===== src/rtl/ps2_key_uart_tx.sv =====
// PS/2 key-press events to 8N1 UART.
// Each new press is queued in a small FIFO and shifted out LSB first.
module ps2_key_uart_tx #(
  parameter int CLK_FREQ   = 50000000,
  parameter int BAUD       = 115200,
  parameter int DEPTH      = 8,
  parameter bit CHARS_ONLY = 1'b1
) (
  input  logic                     clk,
  input  logic                     rst,
  input  logic [7:0]               ps2_byte,
  input  logic                     ps2_state,
  output logic                     uart_txd,
  output logic                     tx_busy,
  output logic [$clog2(DEPTH):0]   fifo_level,
  output logic                     overflow
);

  localparam int DIV = CLK_FREQ / BAUD;
  localparam int AW  = $clog2(DEPTH);
  localparam int LW  = AW + 1;
  localparam int CW  = (DIV > 1) ? $clog2(DIV) : 1;

  typedef enum logic [1:0] {
    IDLE, START, DATA, STOP
  } state_t;

  state_t         state_q, state_d;
  logic           state_r_q, state_r_d;
  logic [7:0]     byte_r_q, byte_r_d;
  logic [CW-1:0]  baud_q, baud_d;
  logic [2:0]     bit_q, bit_d;
  logic [7:0]     shift_q, shift_d;
  logic           txd_q, txd_d;
  logic [AW-1:0]  wr_ptr_q, wr_ptr_d;
  logic [AW-1:0]  rd_ptr_q, rd_ptr_d;
  logic [LW-1:0]  level_q, level_d;
  logic           ovf_q, ovf_d;
  logic [7:0]     mem_q [DEPTH];

  logic ev, in_range, push, pop;
  logic full, wr_en, baud_end;

  // A press, or a different key replacing a held one
  assign ev       = ps2_state & (~state_r_q | (ps2_byte != byte_r_q));
  assign in_range = (ps2_byte >= 8'h41) && (ps2_byte <= 8'h5A);
  assign push     = ev & (~CHARS_ONLY | in_range);
  assign full     = (level_q == LW'(DEPTH));
  assign wr_en    = push & (~full | pop);
  assign baud_end = (baud_q == CW'(DIV - 1));

  always_comb begin
    state_r_d = ps2_state;
    byte_r_d  = ps2_byte;
    wr_ptr_d  = wr_en ? wr_ptr_q + AW'(1) : wr_ptr_q;
    rd_ptr_d  = pop ? rd_ptr_q + AW'(1) : rd_ptr_q;
    level_d   = level_q;
    if (wr_en && !pop)
      level_d = level_q + LW'(1);
    else if (pop && !wr_en)
      level_d = level_q - LW'(1);
    ovf_d = ovf_q | (push & full & ~pop);
  end

  always_comb begin
    state_d = state_q;
    unique case (state_q)
      IDLE:  if (level_q != '0) state_d = START;
      START: if (baud_end) state_d = DATA;
      DATA:  if (baud_end && bit_q == 3'd7)
               state_d = STOP;
      STOP:  if (baud_end) state_d = IDLE;
      default: state_d = IDLE;
    endcase
  end

  always_comb begin
    txd_d   = txd_q;
    shift_d = shift_q;
    baud_d  = baud_q;
    bit_d   = bit_q;
    pop     = 1'b0;
    unique case (state_q)
      IDLE: begin
        txd_d  = 1'b1;
        baud_d = '0;
        if (level_q != '0) begin
          pop     = 1'b1;
          shift_d = mem_q[rd_ptr_q];
          txd_d   = 1'b0;
        end
      end
      START: begin
        if (baud_end) begin
          baud_d = '0;
          bit_d  = 3'd0;
          txd_d  = shift_q[0];
        end else begin
          baud_d = baud_q + CW'(1);
        end
      end
      DATA: begin
        if (baud_end) begin
          baud_d = '0;
          if (bit_q == 3'd7) begin
            txd_d = 1'b1;
          end else begin
            bit_d   = bit_q + 3'd1;
            shift_d = shift_q >> 1;
            txd_d   = shift_q[1];
          end
        end else begin
          baud_d = baud_q + CW'(1);
        end
      end
      STOP: begin
        txd_d = 1'b1;
        if (baud_end) baud_d = '0;
        else baud_d = baud_q + CW'(1);
      end
      default: ;
    endcase
  end

  always_ff @(posedge clk) begin
    if (rst) begin
      state_q   <= IDLE;
      state_r_q <= 1'b0;
      byte_r_q  <= 8'h00;
      baud_q    <= '0;
      bit_q     <= 3'd0;
      shift_q   <= 8'h00;
      txd_q     <= 1'b1;
      wr_ptr_q  <= '0;
      rd_ptr_q  <= '0;
      level_q   <= '0;
      ovf_q     <= 1'b0;
    end else begin
      state_q   <= state_d;
      state_r_q <= state_r_d;
      byte_r_q  <= byte_r_d;
      baud_q    <= baud_d;
      bit_q     <= bit_d;
      shift_q   <= shift_d;
      txd_q     <= txd_d;
      wr_ptr_q  <= wr_ptr_d;
      rd_ptr_q  <= rd_ptr_d;
      level_q   <= level_d;
      ovf_q     <= ovf_d;
    end
  end

  always_ff @(posedge clk) begin
    if (wr_en) mem_q[wr_ptr_q] <= ps2_byte;
  end

  assign uart_txd   = txd_q;
  assign tx_busy    = (state_q != IDLE);
  assign fifo_level = level_q;
  assign overflow   = ovf_q;

endmodule


===== config.mk =====
export PLATFORM = sky130hd
export DESIGN_NAME = ps2_key_uart_tx
export DESIGN_NICKNAME = d
export VERILOG_FILES = /design/src/rtl/ps2_key_uart_tx.sv
export SDC_FILE = /design/constraint.sdc
export NUM_CORES = 1
export LEC_CHECK = 0
export ABC_CLOCK_PERIOD_IN_PS = 3800
export BUFFER_PORTS_ARGS = -buffer_cell sky130_fd_sc_hd__buf_2
export CORE_MARGIN = 2
export CORE_UTILIZATION = 52
export CTS_BUF_LIST = sky130_fd_sc_hd__clkbuf_16
export DETAILED_ROUTE_END_ITERATION = 7
export GPL_ROUTABILITY_DRIVEN = 0
export HOLD_SLACK_MARGIN = 0.15
export MAX_ROUTING_LAYER = met4
export PLACE_DENSITY = 0.69
export REMOVE_ABC_BUFFERS = 1
export SLEW_MARGIN = 20
export SYNTH_ARGS = -nofsm -noshare
export SYNTH_HDL_FRONTEND = slang
export SYNTH_SLANG_ARGS = --single-unit

===== constraint.sdc =====
create_clock -name clk -period 3.8 [get_ports clk]
set_clock_uncertainty 0.1 [all_clocks]
set_input_delay 0.57 -clock clk [delete_from_list [all_inputs] [get_ports clk]]
set_output_delay 0.57 -clock clk [all_outputs]
set_load 0.005 [all_outputs]

; ---- Yosys cells after proc, flatten, opt, wreduce, memory -nomap -nowiden
; Memory sizes are Yosys's and may differ from the RTL's. A register that Yosys moved wholly into a read port is not among the register bits.
; Index checks and enable logic that the tools add are counted.
[classes]
n_addsub = 6
order_cmp = 2
n_eq_ne = 13
muxes = 28
bitwise = 11
n_reduce_logical = 17
[op_table]
columns = cell, count
row1 = 8-bit 2-to-1 mux, 3
row2 = 9-bit case mux with 2 select lines, 1
row3 = 8-bit case mux with 2 select lines, 1
row4 = 3-bit 2-to-1 mux, 5
row5 = 2-bit != test (second input constant), 6
row6 = 4-bit AND reduction, 3
row7 = 3-bit by 1-bit adder with 3-bit output (second input constant), 3
row8 = 9-bit by 1-bit adder with 9-bit output (second input constant), 1
row9 = 9-bit == test (second input constant), 1
row10 = 9-bit 2-to-1 mux, 1
row11 = 8-bit by 7-bit >= comparator with 1-bit output (second input constant), 1
row12 = 8-bit by 7-bit less-or-equal comparator with 1-bit output (second input constant), 1
row13 = 1-bit 2-to-1 mux, 8
row14 = 2-bit 2-to-1 mux, 4
row15 = 4-bit 2-to-1 mux, 2
row16 = 8-bit != test, 1
row17 = 2-bit case mux with 4 select lines, 1
row18 = 2-bit nonzero test, 4
row19 = 3-bit case mux with 2 select lines, 1
row20 = 1-bit bitwise AND, 5
row21 = 4-bit by 1-bit adder with 4-bit output (second input constant), 1
row22 = 2-bit == test (second input constant), 2
row23 = 4-bit == test (second input constant), 1
row24 = 1-bit logical AND, 4
row25 = other kinds (11), 16
[word_totals]
reg_bits = 43
ram_bits = 64
input_bits = 11
out_inout_bits = 7
word_cells = 89
n_memories = 1
[mem_list]
columns = memory, words, word_bits, read_ports, rd_clocked_by_memory_dff, write_ports, line
row1 = mem_q, 8, 8, 1, 1, 1, 39  ; logic [7:0] mem_q [DEPTH];

; ---- Logic depth before layout (Yosys ltp)
; Gate-level depths: netlist of run 1.
[depth]
depth_word = 9
mapped_depth = 14
mapped_depth_nobuf = 13

; ---- Worst setup path after synthesis of run 1
; No wires, ideal clock.
[synth_path]
path_kind = input to register
from = in ps2_byte[0]
to = reg level_q[3] (netlist: fifo_level[3])
setup_ns = 0.071
arrival_ns = 2.795
required_ns = 3.629
path_slack_ns = 0.834
path_stages = 12
path_buffers = 1
cell_sequence = or3_4 o311ai_4 nor3b_2 buf_6 ha_1 inv_1 ha_1 a21o_1 a21oi_1 xnor2_1 or3_1 a21oi_1
[synth_via]
elab_chain_cells = 8
word_cells_on_any_way = 13
cone_classes = order compare: 2 / eq/ne: 1 / mux: 1 / bitwise: 4 / reduce/logical: 5
[synth_lines]
columns = element, line
row1 = "start, declared", 11  ; input logic [7:0] ps2_byte,
row2 = branches (longest 3 deep; another with 8-bit by 7-bit >= comparator with 1-bit output), -
row3 = 1-bit bitwise AND *, 47  ; assign push = ev & (~CHARS_ONLY | in_range);
row4 = 1-bit bitwise AND *, 49  ; assign wr_en = push & (~full | pop);
row5 = named net wr_en, 42  ; logic full, wr_en, baud_end;
row6 = 1-bit zero test, 60  ; else if (pop && !wr_en)
row7 = 1-bit logical AND, 60
row8 = 2-bit nonzero test (no source line), -
row9 = "end signal, assigned", 148  ; level_q <= level_d;
row10 = "end, declared", 37  ; logic [LW-1:0] level_q, level_d;
; Mark *: on every way through the listed nets, which the timed path passes.
; A chain may end at the register's enable or synchronous reset.

; ---- Final worst setup path of run 1
[layout_path]
from = reg state_q[1]
to = reg level_q[3] (netlist: fifo_level[3])
[layout_via]
elab_chain_cells = 7
word_cells_on_any_way = 10
cone_classes = mux: 2 / bitwise: 2 / reduce/logical: 6
[layout_lines]
columns = element, line
row1 = "start, declared", 28  ; state_t state_q, state_d;
row2 = "start signal, assigned", 139  ; state_q <= state_d;
row3 = 2-bit zero test *, 83  ; unique case (state_q)
row4 = 1-bit 2-to-1 mux *, 83
row5 = 1-bit bitwise OR, 49
row6 = 1-bit bitwise AND, 49
row7 = 1-bit zero test, 60
row8 = 1-bit logical AND, 60
row9 = 2-bit nonzero test (no source line), -
; Mark *: on every way between the ends. The rest lies on a longest branch, timed or not.

==> results of run 1 <==
==> registers in the layout, indices dropped and copies added, names as in the netlist, 2 cells and up, named ones only <==
register and cells:
fifo_level 4, state_q 2, mem_q 64, baud_q 9, byte_r_q 8, bit_q 3, shift_q 8, wr_ptr_q 3
rd_ptr_q 3
==> final cells by class <==
type	count	area share, %
multi-input combinational	199	33.21
clock buffer	9	4.389
sequential	110	55.40
tap	108	2.634
inverter	7	0.5121
clock inverter	7	2.048
timing repair buffer	18	1.804
==> critical path, stage by stage (launching register included) <==
cell	delay [ps]
dfxtp_1	390
inv_1	80
ha_1	240
inv_1	190
nand3_1	170
nor3b_2	200
ha_1	230
inv_1	110
ha_1	240
a21o_1	170
a21oi_1	170
xnor2_1	90
or3_1	310
a21oi_1	140
==> metrics by stage <==
stage                     std cells  hold slack (ps)
after floorplan                 316            333.4
after global placement          442            332.6
after detailed placement        442            355.1
after CTS                       458            355.2
after global routing            458            388.9
final                           458            365.7
==> kinds of logic after synthesis <==
group | synth area share, %
xor gates and xnor gates | 3.385
buffers and inverters | 2.364
DFF | 61.04
AOI/OAI and AO/OA | 6.341
muxes | 11.04
adders and majority gates | 3.923
and+or+nand+nor | 11.90
==> routing by layer <==
metal	vias up	routed length, µm	track usage, %
met5	-	0	-
met4	0	147	7.692
met3	14	200	2.837
met2	39	3958	28.36
met1	1263	3569	23.65
li1	1270	-	-
==> power by group <==
part	switching (mW)	internal [mW]
combinational	0.295	0.305
clock	0.450	0.534
sequential	0.116	1.34
total	0.860	2.18
==> cells in the final DEF, fill, tap and decap left out, types with 2 or more instances in the layout <==
| cell type | instances |
|---|---|
| mux4_2 | 10 |
| nor2b_1 | 10 |
| a21o_1 | 2 |
| nand2b_1 | 10 |
| mux2i_1 | 12 |
| inv_6 | 2 |
| buf_2 | 17 |
| xnor2_1 | 13 |
| inv_1 | 7 |
| edfxtp_1 | 64 |
| nor2_1 | 24 |
| nor3_1 | 2 |
| xor2_1 | 5 |
| nand3_1 | 9 |
| and3_1 | 2 |
| o21ai_1 | 8 |
| and4bb_1 | 2 |
| ha_1 | 13 |
| clkbuf_16 | 9 |
| or3_1 | 5 |
| o21ai_0 | 5 |
| and4b_1 | 3 |
| a22o_1 | 7 |
| a21oi_1 | 13 |
| dfxtp_1 | 46 |
| clkinv_8 | 3 |
| nand2_1 | 15 |
| mux4_1 | 6 |
==> worst paths after layout <==
| check | from | endpoint | slack, ps | cells after the start |
|---|---|---|---|---|
| max | state_q[1]$_SDFFE_PP0P_ | fifo_level[3]$_SDFFE_PP0P_ | 890 | 13 |
| min | overflow$_SDFF_PP0_ | overflow$_SDFF_PP0_ | 370 | 2 |
| max reg2reg | state_q[1]$_SDFFE_PP0P_ | fifo_level[3]$_SDFFE_PP0P_ | 890 | 13 |
| min reg2reg | overflow$_SDFF_PP0_ | overflow$_SDFF_PP0_ | 370 | 2 |
==> results.yml, run 1 <==
timing:
  final-hold-violation-count: 0
  fin_setup_tns_ps: 0
  finalCritPeriodShare_pct: 76.48
  finalCriticalPeriod_ps: 2906
  max_freq_mhz: 344.1
  setup-violations-final: 0
  relSlewSlack_pct: 34.06
  rsz0062_at_grt: "false"
  worstMarginPinSlew_ps: 987.7
  setup_slack_ps: 893.7
  drv_slew: 0
synthesis:
  synth_seq_cells: 110
  synth_common_cells: "64 x edfxtp_1, 46 x dfxtp_1, 24 x nor2_1"
  mappedNetlistArea_um2: 4657
  synth.most_common_cell: "edfxtp_1"
  yosysTopAreaCellShare_pct: 41.27
  yosysTopAreaCell: "edfxtp_1"
  ys.flop_type: "edfxtp_1"
  async_reset_ff_share_pct: 0
  synth.area.top_cells: "edfxtp_1 41%, dfxtp_1 20%, mux4_2 4.8%"
  synth_cell_types: 53
  yosysSeqAreaShare_pct: 61.04
  avgSynthCellArea_um2: 14.20
  yosysWarningCount: 0
  synth_enable_flop_cells: 64
  syn_inst: 328
clocking:
  cts_root_buf: "clkbuf_16"
  clock_path_buffers: 2
  clk_pin_slew_ps: 70
  numCtsBuffers: 9
  post_cts_buffers: 0
  clock_sinks: 110
  cts_tree: "built"
  cts_hold_buf: 0
  cts-resized-gates: 0
  clk_latency_ps: 350
  h-tree-depth: 3
critical_path:
  end_kind: "flop"
  crit_required_ps: 3980
  critPathKind: "flop to flop"
  path_max_fanout: 5
  crit_arrival_ps: 3080
  start_kind: "flop"
routing:
  drtPass1Iterations: 4
  routed_wl_um: 7874
  viasPerCell: 5.646
  initialDrtViolationCount: 115
  drc_errors: 0
  antenna_left: 0
  routed-via-count: 2586
  avgRoutedWirePerCell_um: 17.19
global_routing:
  grt_util_all_layers_pct: 18.06
  grt_pass1_vias: 2515
  grt_max_degree: 35
  grt_pass1_wl_um: 12960
  grt_antenna_before_repair: 0
  overflow: 0
placed_design:
  numPortBuffers: 17
  hpwlAfterDp_um: 5086
  place_ws_ps: 578.4
  placed_area_um2: 4801
layout:
  drive_above_1_share_pct: 15.14
  fillCellCount: 668
  regArea_um2: 2843
  synthToLayoutAreaGrowth_pct: 10.18
  nNetsFinal: 370
  postLayoutCellArea_um2: 5131
  postLayoutCoreUtil_pct: 58.84
  multiInputGateArea_um2: 1704
  num_antenna_cells: 0
floorplan:
  core_region_area_um2: 8721
  fp.dieArea_um2: 9729
  start_util_pct: 53.40
  dieHeight_um: 98.64
  die_x_um: 98.64
  rows: 34
  io_pins: 18
pwr:
  peakVddDrop_mv: 0.2763
  finalPower_mw: 3.039
  power-per-cell-area_nw_per_um2: 592.3
  p_leak_nw: 1.772
outcome:
  status: "finished, final reports clean"
worst_hold_path:
  hold_class: "flop to flop"
flow_run:
  maxCapViolations: 0
(Power assumes the default switching activity.)
==> run 2: changes to the inputs <==
- ABC_CLOCK_PERIOD_IN_PS: 3800 -> 2850
- clock period: 3.8 -> 2.85 ns (I/O delays scaled with it)
==> results.yml, run 2 (synthesis gave the netlist of run 1 again) <==
outcome:
  status: "finished, final reports clean"
placed_design:
  place_ws_ps: -69.45
  place_inst: 460
  hpwlAfterDp_um: 5492
  placed_area_um2: 4936
  numPortBuffers: 17
worst_hold_path:
  hold_class: "primary input to flop"
  hold_end: "state_r_q$_SDFF_PP0_"
  hp-start: "ps2_state"
  min_path_cells: 2
pwr:
  peakVddDrop_mv: 0.3829
  p_leak_nw: 1.843
  finalPower_mw: 4.033
  power-per-cell-area_nw_per_um2: 769.6
global_routing:
  grt_antenna_before_repair: 0
  overflow: 0
  grt_util_all_layers_pct: 18.40
  grt_pass1_wl_um: 13190
  grt_pass1_vias: 2593
  grt_max_degree: 35
routing:
  routed_wl_um: 8051
  avgRoutedWirePerCell_um: 16.91
  drtPass1Iterations: 7
  antenna_left: 0
  routed-via-count: 2616
  drc_errors: 0
  viasPerCell: 5.496
  met2_length_um: 4142
  wl_met1_um: 3606
  initialDrtViolationCount: 133
  top_layer: "met4"
  met3_length_um: 154
timing:
  rsz0062_at_grt: "false"
  max_freq_mhz: 389.9
  hold-worst-slack_ps: 220.5
  finalCriticalPeriod_ps: 2565
  final-hold-violation-count: 0
  relSlewSlack_pct: 54.54
  worstMarginPinSlew_ps: 681.0
  finalCritPeriodShare_pct: 90.00
  setup_slack_ps: 285.0
  setup-violations-final: 0
  drv_slew: 0
layout:
  largest_reg_flops: 64
  regArea_um2: 2845
  top_regs: "mem_q x64, baud_q x9"
  num_antenna_cells: 0
  synthToLayoutAreaGrowth_pct: 12.52
  postLayoutCellArea_um2: 5240
  drive_above_1_share_pct: 20.38
  largest_register: "mem_q"
  final_common_cell: "edfxtp_1"
  multiInputGateArea_um2: 1715
  final_cell_mix: "64 x edfxtp_1, 44 x dfxtp_1, 24 x nor2_1"
  finalNonFillerCells: 476
  nNetsFinal: 388
  fillCellCount: 688
floorplan:
  start_util_pct: 53.40
  dieHeight_um: 98.64
  rows: 34
  fp.dieArea_um2: 9729
  die_x_um: 98.64
  core_region_area_um2: 8721
  io_pins: 18
critical_path:
  start_kind: "flop"
  end_kind: "flop"
  r2r-start: "byte_r_q[2]$_SDFF_PP0_"
  crit_required_ps: 3030
  cp-startpoint: "byte_r_q[2]$_SDFF_PP0_"
  r2r_end: "fifo_level[3]$_SDFFE_PP0P_"
  critPathKind: "flop to flop"
  slowest_stage: "nor3_2"
  max_stage_delay_ps: 330
  reg2reg_depth: 12
  rrSetupSlack_ps: 290
  crit_arrival_ps: 2750
  path_max_fanout: 4
  crit_chain: "xnor2_1 -> nand3_1 -> nor3_2 -> nor3b_2 -> ha_1 -> inv_1 -> ha_1 -> a21o_1 -> a21oi_1 -> xnor2_1 -> or3_1 -> a21oi_1"
clocking:
  clk_latency_ps: 350
  cts_tree: "built"
  h-tree-depth: 3
  clock_path_buffers: 2
  clock_sinks: 110
  clk_pin_slew_ps: 80
  post_cts_buffers: 0
  cts_root_buf: "clkbuf_16"
  numCtsBuffers: 9
flow_run:
  maxCapViolations: 0
==> run 2: cell types whose count changed in the layout (fill, tap and decap cells not counted), sizes merged <==
| cell | before | now |
|---|---|---|
| buf | 18 | 36 |
| bufinv | 1 | 0 |
| clkinv | 4 | 3 |
| clkinvlp | 0 | 1 |
| inv | 9 | 10 |
==> run 2: layout make-up <==
cell class / instances / share of cell area (%)
clock inverters: 7 / 1.242
flip-flops and latches: 110 / 54.30
clock buffers: 9 / 4.298
multi-input cells: 199 / 32.74
repair buffers: 36 / 4.346
inverters: 7 / 0.5014
well taps: 108 / 2.579
==> run 2: repair_timing <==
item / CTS / global route
hold buffers: 0 / 0
setup endpoints to repair: 0 / 1
resized for setup: 0 / 4
==> run 2: power breakdown <==
group / switching [mW] / internal (mW) / total, mW
Combinational: 0.469 / 0.470 / 0.938
Clock: 0.596 / 0.613 / 1.21
Sequential: 0.0962 / 1.79 / 1.88
Total: 1.16 / 2.87 / 4.03
==> run 2: how the worst max path moves through the flow <==
stage	endpoint	slack, ps	cells after the start
global route	fifo_level[3]$_SDFFE_PP0P_	9	12
finish	fifo_level[3]$_SDFFE_PP0P_	290	12
CTS	fifo_level[3]$_SDFFE_PP0P_	160	13
floorplan	fifo_level[3]$_SDFFE_PP0P_	20	11
detailed placement	fifo_level[3]$_SDFFE_PP0P_	-70	12
global placement	fifo_level[3]$_SDFFE_PP0P_	-40	12
==> run 2: layer usage <==
layer  track usage, %  vias to the layer above
met5                -                        -
met4            7.587                        0
met3            3.262                       12
met2            30.46                       25
met1            22.52                     1281
li1                 -                     1298
==> run 2: critical path: cells and delay by family (launching register included) <==
| kind | cells | cell delay [ps] |
|---|---|---|
| DFF | 1 | 310 |
| adders and majority gates | 2 | 440 |
| and+or+nand+nor | 4 | 860 |
| buffers and inverters | 1 | 80 |
| xor gates and xnor gates | 2 | 250 |
| AOI/OAI and AO/OA | 3 | 460 |
==> run 2: stage by stage <==
step / util (%) / setup TNS, ps
finish: 60.09 / 0
global placement: 56.60 / -38.47
global route: 60.09 / 0
CTS: 59.93 / 0
floorplan: - / 0
detailed placement: 56.60 / -69.45
==> run 3: changes to the inputs <==
- ABC_CLOCK_PERIOD_IN_PS: 2850 -> 2700
- clock period: 2.85 -> 2.7 ns (I/O delays scaled with it)
==> results.yml, run 3 (synthesis gave the netlist of run 1 again) <==
outcome:
  status: "finished, final reports clean"
routing:
  drc_errors: 0
  viasPerCell: 5.467
  avgRoutedWirePerCell_um: 16.95
  routed_wl_um: 8306
  antenna_left: 0
  routed-via-count: 2679
  drtPass1Iterations: 4
  initialDrtViolationCount: 206
timing:
  drv_slew: 0
  final-hold-violation-count: 0
  hold-worst-slack_ps: 181.4
  finalCritPeriodShare_pct: 94.14
  setup-violations-final: 0
  max_freq_mhz: 393.4
  rsz0062_at_grt: "false"
  relSlewSlack_pct: 58.49
  worstMarginPinSlew_ps: 621.7
  finalCriticalPeriod_ps: 2542
critical_path:
  crit_required_ps: 2880
  setup.worst_path.end: "fifo_level[3]$_SDFFE_PP0P_"
  crit_path_frequent_cell: "ha_1"
  reg2reg_depth: 13
  critPathKind: "flop to flop"
  end_kind: "flop"
  cp-startpoint: "state_q[0]$_SDFFE_PP0P_"
  rrSetupSlack_ps: 160
  max_stage_delay_ps: 350
  start_kind: "flop"
  r2r_end: "fifo_level[3]$_SDFFE_PP0P_"
  r2r-start: "state_q[0]$_SDFFE_PP0P_"
  crit_arrival_ps: 2720
  crit_chain: "inv_1 -> ha_1 -> inv_2 -> nand3_2 -> nor3b_4 -> ha_1 -> inv_1 -> ha_1 -> a21o_1 -> a21oi_2 -> xnor2_1 -> or3_1 -> a21oi_1"
  path_max_fanout: 3
  slowest_stage: "dfxtp_2"
global_routing:
  grt_antenna_before_repair: 0
  overflow: 0
  grt_util_all_layers_pct: 19.41
  grt_max_degree: 26
  grt_pass1_vias: 2660
  grt_pass1_wl_um: 13830
floorplan:
  core_region_area_um2: 8721
  io_pins: 18
  rows: 34
  dieHeight_um: 98.64
  die_x_um: 98.64
  start_util_pct: 53.40
  fp.dieArea_um2: 9729
placed_design:
  hpwlAfterDp_um: 5573
  numPortBuffers: 17
pwr:
  power-per-cell-area_nw_per_um2: 799.6
  peakVddDrop_mv: 0.3788
  p_leak_nw: 1.931
flow_run:
  maxCapViolations: 0
layout:
  nNetsFinal: 402
  num_antenna_cells: 0
  largest_register: "mem_q"
  postLayoutCoreUtil_pct: 61.46
  final_common_cell: "edfxtp_1"
  largest_reg_flops: 64
  drive_above_1_share_pct: 23.30
  fillCellCount: 644
  synthToLayoutAreaGrowth_pct: 15.10
  final_cell_mix: "64 x edfxtp_1, 45 x dfxtp_1, 33 x buf_4"
  top_regs: "mem_q x64, baud_q x9"
clocking:
  cts_tree: "built"
  clock_sinks: 110
  clock_path_buffers: 2
  clk_pin_slew_ps: 80
  numCtsBuffers: 9
  h-tree-depth: 3
  clk_latency_ps: 350
  cts_hold_buf: 0
  cts_root_buf: "clkbuf_16"
  post_cts_buffers: 0
  cts-resized-gates: 0
worst_hold_path:
  hold_class: "primary input to flop"
run 3: worst min-delay path by stage:
stage                               startpoint                   end  slack (ps)  cells past startpoint
after floorplan           baud_q[0]$_SDFF_PP0_  baud_q[0]$_SDFF_PP0_         330                      1
after global placement     overflow$_SDFF_PP0_   overflow$_SDFF_PP0_         330                      2
after detailed placement   overflow$_SDFF_PP0_   overflow$_SDFF_PP0_         350                      2
after CTS                            ps2_state  state_r_q$_SDFF_PP0_         170                      2
after global routing                 ps2_state  state_r_q$_SDFF_PP0_         180                      2
final                                ps2_state  state_r_q$_SDFF_PP0_         180                      2
run 3: stage by stage:
stage          setup TNS, ps  cells  setup slack, ps  instance area (µm²)  power, mW
2_1_floorplan         -107.4    316           -107.4                 4573      2.700
6_report                   0    490            158.1                 5360      4.286
3_5_place_dp          -244.0    474           -210.6                 5041      3.020
4_1_cts                    0    490            28.27                 5338      4.311
3_3_place_gp          -160.7    474           -160.7                 5041      2.991
5_1_grt                    0    490            3.007                 5360      4.514
run 3: critical path: cells and delay by family (launching register included):
| family | cells | cell delay (ps) |
|---|---|---|
| adder cells (fa/ha/maj) | 3 | 670 |
| flip-flops | 1 | 350 |
| AND/OR/NAND/NOR | 3 | 590 |
| buffers and inverters | 3 | 220 |
| AO/OA/AOI/OAI | 3 | 460 |
| XOR/XNOR | 1 | 80 |
run 3: power breakdown:
| part | total (mW) | internal, mW | switching, mW | leakage (nW) |
|---|---|---|---|---|
| clock | 1.28 | 0.655 | 0.629 | 0.145 |
| sequential | 1.99 | 1.89 | 0.0987 | 0.953 |
| combinational | 1.02 | 0.503 | 0.512 | 0.834 |
run 3: area by class of cell:
| cell class | instances | area, µm² | area share, % |
|---|---|---|---|
| clock inverter | 7 | 71.32 | 1.331 |
| inverter | 7 | 26.28 | 0.4902 |
| timing repair buffer | 50 | 332.8 | 6.209 |
| multi-input combinational | 199 | 1725 | 32.19 |
| clock buffer | 9 | 225.2 | 4.202 |
| sequential | 110 | 2844 | 53.06 |
| tap | 108 | 135.1 | 2.521 |
run 3: routing by layer:
metal  wire (µm)  GRT usage, %
met5           0             -
met2        4111         30.46
met3         460         4.539
met1        3576         25.28
met4         158         6.428
